**config.mk**
```make
export PLATFORM = sky130hd
export DESIGN_NAME = fc_argmax_reader_flat
export DESIGN_NICKNAME = d
export VERILOG_FILES = /design/src/rtl/fc_argmax_reader_pkg.sv /design/src/rtl/fc_argmax_reader_if.sv /design/src/rtl/fc_argmax_reader_score_cmp.sv /design/src/rtl/fc_argmax_reader.sv /design/src/flat_wrapper.sv
export SDC_FILE = /design/constraint.sdc
export NUM_CORES = 1
export LEC_CHECK = 0
export BUFFER_PORTS_ARGS = -buffer_cell sky130_fd_sc_hd__buf_4
export CAP_MARGIN = 30
export CORE_UTILIZATION = 40
export CTS_BUF_LIST = sky130_fd_sc_hd__clkbuf_8
export CTS_CLUSTER_SIZE = 12
export DETAILED_ROUTE_END_ITERATION = 10
export PLACE_DENSITY = 0.73
export REMOVE_ABC_BUFFERS = 1
export SLEW_MARGIN = 20
export SYNTH_ARGS = -nofsm -noshare
export SYNTH_HDL_FRONTEND = slang
export SYNTH_SLANG_ARGS = --single-unit
```
**constraint.sdc**
```tcl
create_clock -name clk -period 4.88 [get_ports clk]
set_input_delay 0.244 -clock clk [delete_from_list [all_inputs] [get_ports clk]]
set_output_delay 0.244 -clock clk [all_outputs]
set_load 0.01 [all_outputs]
```
**src/rtl/fc_argmax_reader_pkg.sv**
```systemverilog
// Shared types and sizing for the FC-stage argmax result reader.
package fc_pkg;
  localparam int N_CLASS = 10;
  localparam int DW      = 16;
  localparam int IW      = 4;

  typedef logic signed [DW-1:0] score_t;
  typedef logic [IW-1:0]        idx_t;

  typedef enum logic [1:0] {
    IDLE,
    SCAN,
    DONE
  } state_t;
endpackage

```
**src/rtl/fc_argmax_reader_if.sv**
```systemverilog
// Score capture and result handshake bundle between the FC layer, the reader and the consumer.
interface fc_argmax_if;
  import fc_pkg::*;

  logic                  start;
  logic [N_CLASS*DW-1:0] in_scores;
  logic                  busy;
  logic                  out_valid;
  logic                  out_ready;
  idx_t                  class_id;
  score_t                max_score;

  modport slave (
    input  start, in_scores, out_ready,
    output busy, out_valid, class_id, max_score
  );

  modport master (
    output start, in_scores, out_ready,
    input  busy, out_valid, class_id, max_score
  );
endinterface

```
**src/rtl/fc_argmax_reader_score_cmp.sv**
```systemverilog
// Signed compare-and-select; the candidate wins only when strictly greater,
// so ties keep the earlier (lower) index.
module fc_score_cmp
  import fc_pkg::*;
(
  input  score_t cand_val,
  input  idx_t   cand_idx,
  input  score_t best_val,
  input  idx_t   best_idx,
  output score_t next_val,
  output idx_t   next_idx
);

  always_comb begin
    next_val = best_val;
    next_idx = best_idx;
    if (cand_val > best_val) begin
      next_val = cand_val;
      next_idx = cand_idx;
    end
  end

endmodule

```
**src/rtl/fc_argmax_reader.sv**
```systemverilog
// Snapshots the FC scores on start, scans them one per cycle for the maximum,
// and offers class index and score over a valid/ready handshake.
module fc_argmax_reader
  import fc_pkg::*;
(
  input  logic        clk,
  input  logic        rst,
  fc_argmax_if.slave  bus
);

  state_t state_q, state_d;
  score_t snap_q [N_CLASS];
  score_t in_unpacked [N_CLASS];
  score_t best_val_q, best_val_d;
  idx_t   best_idx_q, best_idx_d;
  idx_t   idx_q, idx_d;
  idx_t   class_q, class_d;
  score_t max_q, max_d;
  logic   capture;

  score_t cmp_val;
  idx_t   cmp_idx;
  logic   last_idx;

  for (genvar gi = 0; gi < N_CLASS; gi++) begin : g_bank
    assign in_unpacked[gi] = score_t'(bus.in_scores[gi*DW +: DW]);

    always_ff @(posedge clk) begin
      if (rst) begin
        snap_q[gi] <= '0;
      end else if (capture) begin
        snap_q[gi] <= in_unpacked[gi];
      end
    end
  end

  fc_score_cmp u_cmp (
    .cand_val (snap_q[idx_q]),
    .cand_idx (idx_q),
    .best_val (best_val_q),
    .best_idx (best_idx_q),
    .next_val (cmp_val),
    .next_idx (cmp_idx)
  );

  assign last_idx = (idx_q == IW'(N_CLASS - 1));

  always_comb begin
    state_d    = state_q;
    best_val_d = best_val_q;
    best_idx_d = best_idx_q;
    idx_d      = idx_q;
    class_d    = class_q;
    max_d      = max_q;
    capture    = 1'b0;
    case (state_q)
      IDLE: begin
        if (bus.start) begin
          capture    = 1'b1;
          best_val_d = in_unpacked[0];
          best_idx_d = '0;
          idx_d      = IW'(1);
          state_d    = SCAN;
        end
      end
      SCAN: begin
        best_val_d = cmp_val;
        best_idx_d = cmp_idx;
        idx_d      = idx_q + IW'(1);
        if (last_idx) begin
          // Result registers only update here so they hold across later captures.
          class_d = cmp_idx;
          max_d   = cmp_val;
          idx_d   = '0;
          state_d = DONE;
        end
      end
      DONE: begin
        if (bus.out_ready) begin
          state_d = IDLE;
        end
      end
      default: state_d = IDLE;
    endcase
  end

  always_ff @(posedge clk) begin
    if (rst) begin
      state_q    <= IDLE;
      best_val_q <= '0;
      best_idx_q <= '0;
      idx_q      <= '0;
      class_q    <= '0;
      max_q      <= '0;
    end else begin
      state_q    <= state_d;
      best_val_q <= best_val_d;
      best_idx_q <= best_idx_d;
      idx_q      <= idx_d;
      class_q    <= class_d;
      max_q      <= max_d;
    end
  end

  assign bus.busy      = (state_q != IDLE);
  assign bus.out_valid = (state_q == DONE);
  assign bus.class_id  = class_q;
  assign bus.max_score = max_q;

endmodule

```
**src/flat_wrapper.sv**
```systemverilog
// flat-port wrapper written by rule: the top's interface ports become plain ports
module fc_argmax_reader_flat import fc_pkg::*;
  (clk, rst, bus_start, bus_in_scores, bus_out_ready, bus_busy, bus_out_valid, bus_class_id, bus_max_score);
  fc_argmax_if bus_i ();
  input  logic clk;
  input  logic rst;
  input wire logic [$bits(bus_i.start)-1:0] bus_start;
  input wire logic [$bits(bus_i.in_scores)-1:0] bus_in_scores;
  input wire logic [$bits(bus_i.out_ready)-1:0] bus_out_ready;
  output wire logic [$bits(bus_i.busy)-1:0] bus_busy;
  output wire logic [$bits(bus_i.out_valid)-1:0] bus_out_valid;
  output wire logic [$bits(bus_i.class_id)-1:0] bus_class_id;
  output wire logic [$bits(bus_i.max_score)-1:0] bus_max_score;
  assign bus_i.start = bus_start;
  assign bus_i.in_scores = bus_in_scores;
  assign bus_i.out_ready = bus_out_ready;
  assign bus_busy = bus_i.busy;
  assign bus_out_valid = bus_i.out_valid;
  assign bus_class_id = bus_i.class_id;
  assign bus_max_score = bus_i.max_score;
  fc_argmax_reader u_core (.clk(clk), .rst(rst), .bus(bus_i));
endmodule
```
==> qor.csv, run 1 <==
stage;metric;value;unit
run_status;status;completed;
global_routing;Tot GR Track Use;19.02;%
cts;CTS tree;done;
drt;TritonRoute pass-1 iters;5;
drt;Final ANT Viol Nets;0;
layout;commonest non-fill, non-tap cell in the layout;buf_4;
job;Max-Cap Viols;0;
sta;max-slew violations;0;
logic_synthesis;Synth Cell Area;0.009981;mm2
logic_synthesis;Most used DFF post-synth;edfxtp_1;
layout;Antenna diodes;0;
floorplan;io pins;186;
logic_synthesis;synth warn;0;
sta;Final Setup Violations;0;
global_routing;first-pass GRT wire length;38090;um
global_routing;busiest grt layer;met2;
floorplan;die area;0.02559;mm2
floorplan;Starting Density;40.92;%
cts;later-pin clock latency in the skew report;0.52;ns
cts;Resize count post-CTS;0;
floorplan;core area;0.02439;mm2
critical_path;element type at the critical path end;flop;
critical_path;Worst Setup Start Kind;flop;
layout;share of post-route cells with drive strength above 1;28.63;%
floorplan;die height;160.0;um
global_routing;largest net degree at the start of global routing;161;
sta;Setup TNS;0;ns
cts;CTS Buf Count;38;
global_routing;met1 Use GR;24.46;%
pwr;Final Power;0.004426;W
global_routing;remaining global-route overflow;0;
drt;DR vias/cell;4.976;
placed_design;Final GP Congestion;0.8586;
global_routing;met2 Use GR;31.58;%
logic_synthesis;Synth Area per Inst;12.48;um2
logic_synthesis;Synth area leaders;edfxtp_1 (48%), and2_1 (10%), dfxtp_1 (10%);
cts;Setup Fix Bufs, Post-CTS;0;
sta;final period utilization;88.44;%
layout;fin nets;1282;
layout;area delta synth->final;35.95;%
placed_design;DP HPWL;15420;um
layout;Post-Layout Inst Area;0.01357;mm2
layout;Register Area;0.005811;mm2
floorplan;Die X;160.0;um
sta;clk_skew;0.01628;ns
logic_synthesis;Post-synth EDFFs;160;
critical_path;required time of the critical path;5.30;ns
pwr;worst vdd ir;0.1917;mV
sta;Slew headroom;42.16;%
logic_synthesis;top-area cell type share of the netlist area;48.14;%
cts;# H-tree levels;2;
pwr;power density over cell area;326.2;mW/mm2
sta;minimum clock period;4.316;ns
drt;Vias;7225;
drt;Iteration-0 DRC Markers;443;
placed_design;IO Port Bufs;185;
layout;area occupied by multi-input gates;0.003817;mm2
sta;Fmax;0.2317;GHz
pwr;Pleak;5.444;nW
cts;Root Buffer;clkbuf_8;
layout;most frequent cells in the layout;buf_4 (201), and2_1 (161), edfxtp_1 (160);
cts;clock tree sinks;210;
logic_synthesis;post-synthesis cell count;800;
global_routing;vias in the first global route;7317;
layout;Filler Cells Inserted;2017;
floorplan;row count;57;
cts;clk slew on worst S/H paths;0.06;ns
logic_synthesis;number of synthesized register bits;210;
logic_synthesis;sequential share of the synthesized area;58.17;%
layout;fin util;55.63;%
sta;Hold Fails Final Rpt;0;
sta;post-route setup slack;0.5642;ns
logic_synthesis;largest area contributor in the netlist;edfxtp_1;
logic_synthesis;async set-reset flop share out of synthesis;0;%
placed_design;worst slack, placed;0.5726;ns
sta;worst-margin pin slew;0.8664;ns
worst_hold_path;type of the tightest min-delay check;in -> reg;
critical_path;crit path kind;reg -> reg;
placed_design;DP Area;0.01173;mm2
drt;DR WL/cell;16.65;um
drt;DRC violations left;0;
critical_path;critical path data arrival time;4.73;ns
global_routing;met3 GRT Util;4.208;%
drt;total routed wirelength;24170;um
sta;RSZ-0062 raised after global routing;no;
logic_synthesis;Yosys cell types;45;
global_routing;initial antenna violation count;0;
cts;worst-case clock buffer depth;3;
critical_path;critical path peak fanout;24;
[area by class of cell]
type	instances	share of cell area [%]
Clock buffer	43	4.361
Clock inverter	25	0.7284
Inverter	33	0.9129
Multi-Input combinational cell	498	28.13
Sequential cell	210	42.82
Tap cell	324	2.988
Timing Repair Buffer	319	20.06
[power by group]
part           leakage, nW  internal (W)  switching (W)  total (W)
Clock                0.402      0.000801       0.000691    0.00149
Sequential            2.14       0.00207      0.0000575    0.00213
Combinational         2.90      0.000392       0.000411   0.000804
Total                 5.44       0.00327        0.00116    0.00443
[flip-flops by register name (all words and copies together) (netlist names), named ones only]
register              count
u_core.best_idx_q         4
u_core.best_val_q        16
u_core.state_q            2
u_core.snap_q           160
u_core.idx_q              4
u_core.bus.max_score     16
u_core.bus.class_id       4
[layer usage]
metal	up-vias	routed length, um	part of all wire, %
met4	0	675	2.8
met3	54	1516	6.3
met1	3389	10310	43
met5	-	0	0
li1	3540	-	-
met2	242	11670	48
[Yosys cell counts (2+ instances only)]
cell type and number:
edfxtp_1 160, mux2i_1 16, nor3_1 10, inv_1 33, ha_1 18, o221ai_1 6, nand3_1 18, a311oi_1 19
buf_2 9, clkbuf_1 43, or3_1 6, a211oi_1 3, and2_1 161, buf_4 4, or2_2 2, o21ai_1 7
buf_1 2, o311ai_0 4, a31oi_1 9, nand2b_1 4, mux2_2 16, o21ai_0 30, dfxtp_1 50, nand4_1 5
nand2_1 47, o21bai_1 3, a41oi_1 2, mux4_2 32, nor2_1 29, nand3b_1 2, a31o_2 11, a21oi_1 18
nor2b_1 3, a2111o_1 7
[kinds of logic after synthesis]
kind of cell / count (synthesis) / share of synthesized area (%)
AOI/OAI and AO/OA: 125 / 9.001
adders and majority gates: 18 / 2.257
buffers and inverters: 92 / 3.798
DFF: 210 / 58.17
muxes: 64 / 10.63
and+or+nand+nor: 291 / 16.15
[per-stage QoR]
step / hold slack [ns] / cells
after floorplan: 0.3131 / 741
after global placement: 0.4782 / 1269
after detailed placement: 0.4908 / 1269
after CTS: 0.0004929 / 1448
after global routing: 0.002988 / 1452
final: 0.01949 / 1452
[critical path: stages (launching register included)]
cell      delay (ns)
dfxtp_4         0.62
mux4_2          0.58
mux2_2          0.27
o21ai_0         0.34
inv_1           0.14
ha_1            0.37
nand4_2         0.18
nor4_2          0.34
a21boi_4        0.29
o21ba_2         0.55
o21ai_0         0.24
a311oi_1        0.30
[worst paths after layout]
path,startpoint,endpoint,slack [ns],depth (start not counted)
setup / recovery,flop,u_core.bus.max_score[5]$_SDFFE_PP0P_,0.56,11
hold / removal,bus_in_scores[21],u_core.snap_q[1][5]$_SDFFCE_PN0P_,0.02,2
setup reg to reg,flop,u_core.bus.max_score[5]$_SDFFE_PP0P_,0.56,11
hold reg to reg,u_core.bus.class_id[2]$_SDFFE_PP0P_,u_core.bus.class_id[2]$_SDFFE_PP0P_,0.50,2
[repair_timing]
item,4_1_cts,5_1_grt
endpoints found under the setup margin,0,0
hold buffers,111,3
endpoints found under the hold margin,111,3
(Power assumes the default switching activity.)
==> run 2, diff against run 1 <==
Settings changed: ABC_AREA set to 1, REMOVE_ABC_BUFFERS 1 to unset.
==> run 2 against run 1 <==
Against the previous run:
- setup slack improved by 0.50 ns
- clock power barely moved
- largest cell class unchanged
- worst hold slack barely moved
- final cell count rose by 21%
- sequential power barely moved
==> qor.csv, run 2 <==
stage;metric;value;unit
global_routing;vias in the first global route;8222;
pwr;Comb power frac;20.8;%
cts;CTS Buf Count;35;
critical_path;most frequent CP cell;nand2_1;
placed_design;DP HPWL;19240;um
global_routing;busiest grt layer;met2;
logic_synthesis;Synth area leaders;edfxtp_1 (46%), nor2_1 (10%), dfxtp_1 (9.7%);
cts;worst-case clock buffer depth;3;
global_routing;initial antenna violation count;0;
logic_synthesis;Post-synth top cells;nor2_1 (281), inv_1 (239), edfxtp_1 (160);
layout;commonest non-fill, non-tap cell in the layout;nor2_1;
sta;clk_skew;0.01925;ns
worst_hold_path;min-delay src;bus_in_scores[116];
logic_synthesis;Syn Nets;1400;
pwr;sequential power share;46.7;%
logic_synthesis;Synth Cell Area;0.01034;mm2
layout;Non-Filler Instances;1751;
logic_synthesis;Synth Area per Inst;8.487;um2
drt;total routed wirelength;27080;um
logic_synthesis;most frequent cell after synthesis;nor2_1;
floorplan;die area;0.02649;mm2
cts;clk slew on worst S/H paths;0.06;ns
critical_path;path depth of the worst reg2reg path;19;
layout;Filler Cells Inserted;2437;
pwr;worst vdd ir;0.1674;mV
drt;TritonRoute pass-1 iters;7;
layout;Post-Layout Inst Area;0.01270;mm2
drt;Vias;8454;
sta;post-route setup slack;1.065;ns
critical_path;Worst Setup Start Kind;flop;
floorplan;die height;162.8;um
placed_design;Final GP Congestion;0.9377;
global_routing;met3 GRT Util;3.616;%
critical_path;Worst path slowest cell;buf_4;
sta;RSZ-0062 raised after global routing;no;
sta;Setup TNS;0;ns
layout;share of post-route cells with drive strength above 1;19.14;%
cts;Root Buffer;clkbuf_8;
global_routing;Tot GR Track Use;20.67;%
critical_path;crit path buf inv count;1;
layout;Antenna diodes;0;
sta;minimum clock period;3.815;ns
drt;Final ANT Viol Nets;0;
sta;Hold Fails Final Rpt;0;
logic_synthesis;Yosys cell types;33;
run_status;status;completed;
worst_hold_path;hold endpoint;u_core.snap_q[7][4]$_SDFFCE_PN0P_;
layout;area occupied by multi-input gates;0.003323;mm2
logic_synthesis;number of synthesized register bits;210;
drt;DRC violations left;0;
critical_path;critical path peak fanout;90;
layout;most frequent cells in the layout;nor2_1 (281), inv_1 (249), buf_4 (197);
layout;area delta synth->final;22.83;%
critical_path;crit path kind;reg -> reg;
floorplan;row count;58;
cts;CTS tree;done;
floorplan;Starting Density;40.93;%
pwr;Switch Pwr;0.001366;W
critical_path;worst reg2reg endpoint;u_core.best_val_q[1]$_SDFFE_PP0P_;
logic_synthesis;post-synthesis cell count;1218;
worst_hold_path;hold path cells;3;
drt;DR WL/cell;15.47;um
global_routing;met2 Use GR;34.04;%
pwr;Clk network pwr share;32.5;%
critical_path;required time of the critical path;5.33;ns
cts;clock tree sinks;210;
layout;register with the most flip-flops;u_core.snap_q;
logic_synthesis;top-area cell type share of the netlist area;46.48;%
drt;Iteration-0 DRC Markers;727;
critical_path;family with the most delay on the worst path;simple AND/OR/NAND/NOR gates;
sta;worst-margin pin slew;0.9123;ns
logic_synthesis;Most used DFF post-synth;edfxtp_1;
sta;max-slew violations;0;
worst_hold_path;type of the tightest min-delay check;in -> reg;
logic_synthesis;synth warn;0;
floorplan;Die X;162.8;um
layout;max reg flops;160;
global_routing;remaining global-route overflow;0;
layout;fin nets;1579;
layout;fin util;50.28;%
logic_synthesis;Post-synth EDFFs;160;
global_routing;largest net degree at the start of global routing;111;
drt;DR vias/cell;4.828;
logic_synthesis;sequential share of the synthesized area;56.16;%
logic_synthesis;largest area contributor in the netlist;edfxtp_1;
pwr;Sw Share;29.97;%
placed_design;worst slack, placed;1.117;ns
global_routing;met1 Use GR;27.03;%
critical_path;critical path data arrival time;4.27;ns
critical_path;worst-path cell chain;buf_4, o21ai_0, o211ai_1, nand3_1, nand2_1, ha_1, nand2_1, nand2_1, nand2_1, nand2_1, nand2_1, nand2_1, nand2_2, nand2_1, nand2_2, nand3_4, o21ai_2, nand2_1, a21oi_2;
placed_design;DP Cell Count;1683;
floorplan;io pins;186;
cts;later-pin clock latency in the skew report;0.52;ns
pwr;power density over cell area;359.0;mW/mm2
sta;Fmax;0.2621;GHz
layout;Register Area;0.005807;mm2
sta;Final Setup Violations;0;
critical_path;r2r setup slk;1.06;ns
floorplan;core area;0.02525;mm2
pwr;Pint;0.003192;W
cts;# H-tree levels;2;
critical_path;element type at the critical path end;flop;
sta;Slew headroom;39.11;%
pwr;Pleak;6.163;nW
logic_synthesis;async set-reset flop share out of synthesis;0;%
placed_design;DP Area;0.01195;mm2
global_routing;first-pass GRT wire length;42170;um
job;Max-Cap Viols;0;
placed_design;IO Port Bufs;185;
critical_path;Max stage delay on crit path;0.64;ns
sta;final period utilization;78.18;%
-- run 2: worst max path at each step --
stage	slack, ns	end	depth (start not counted)
after floorplan	0.25	u_core.snap_q[0][0]$_SDFFCE_PN0P_	4
after global placement	1.22	u_core.bus.max_score[8]$_SDFFE_PP0P_	20
after detailed placement	1.12	u_core.best_val_q[1]$_SDFFE_PP0P_	18
after CTS	1.11	u_core.best_val_q[1]$_SDFFE_PP0P_	19
after global routing	0.66	u_core.bus.max_score[14]$_SDFFE_PP0P_	20
final	1.06	u_core.best_val_q[1]$_SDFFE_PP0P_	19
-- run 2: per-stage QoR --
step / power [W] / hold slack (ns)
3_5_place_dp: 0.003105 / 0.4264
4_1_cts: 0.004590 / 0.0003728
2_1_floorplan: 0.002829 / 0.3334
3_3_place_gp: 0.003089 / 0.4255
5_1_grt: 0.004783 / 0.01546
6_report: 0.004558 / 0.01941
-- run 2: logic make-up after synthesis --
kind of cell | share of synthesized area (%)
and+or+nand+nor | 20.56
buffers and inverters | 11.76
DFF | 56.16
AOI/OAI and AO/OA | 9.247
adders and majority gates | 2.179
xor gates and xnor gates | 0.08474
-- run 2: power by group through the flow --
stage | registers (W) | logic (W) | clock network [W]
2_1_floorplan | 0.00216 | 0.000672 | 0
3_3_place_gp | 0.00216 | 0.000928 | 0
3_5_place_dp | 0.00216 | 0.000944 | 0
4_1_cts | 0.00213 | 0.000950 | 0.00151
5_1_grt | 0.00214 | 0.00107 | 0.00157
6_report | 0.00213 | 0.000949 | 0.00148
-- run 2: layer usage --
metal / wire (um) / vias up
met2: 12700 / 289
met5: 0 / -
met3: 1746 / 51
li1: - / 4221
met4: 770 / 0
met1: 11870 / 3893
-- run 2: worst min-delay path: stages --
cell and delay, ns:
buf_4 0.07, inv_1 0.03, nor2_1 0.08
-- run 2: what timing repair did --
action | 4_1_cts | 5_1_grt
resized for setup | 0 | 0
setup buffers | 0 | 0
hold buffers | 6 | 0
endpoints found under the hold margin | 6 | 0
-- run 2: area by class of cell --
type / count / area share [%]
multi-input combinational: 703 / 26.17
timing repair buffer: 205 / 12.50
tap: 330 / 3.252
sequential: 210 / 45.73
clock buffer: 39 / 4.227
clock inverter: 22 / 0.9361
inverter: 242 / 7.184
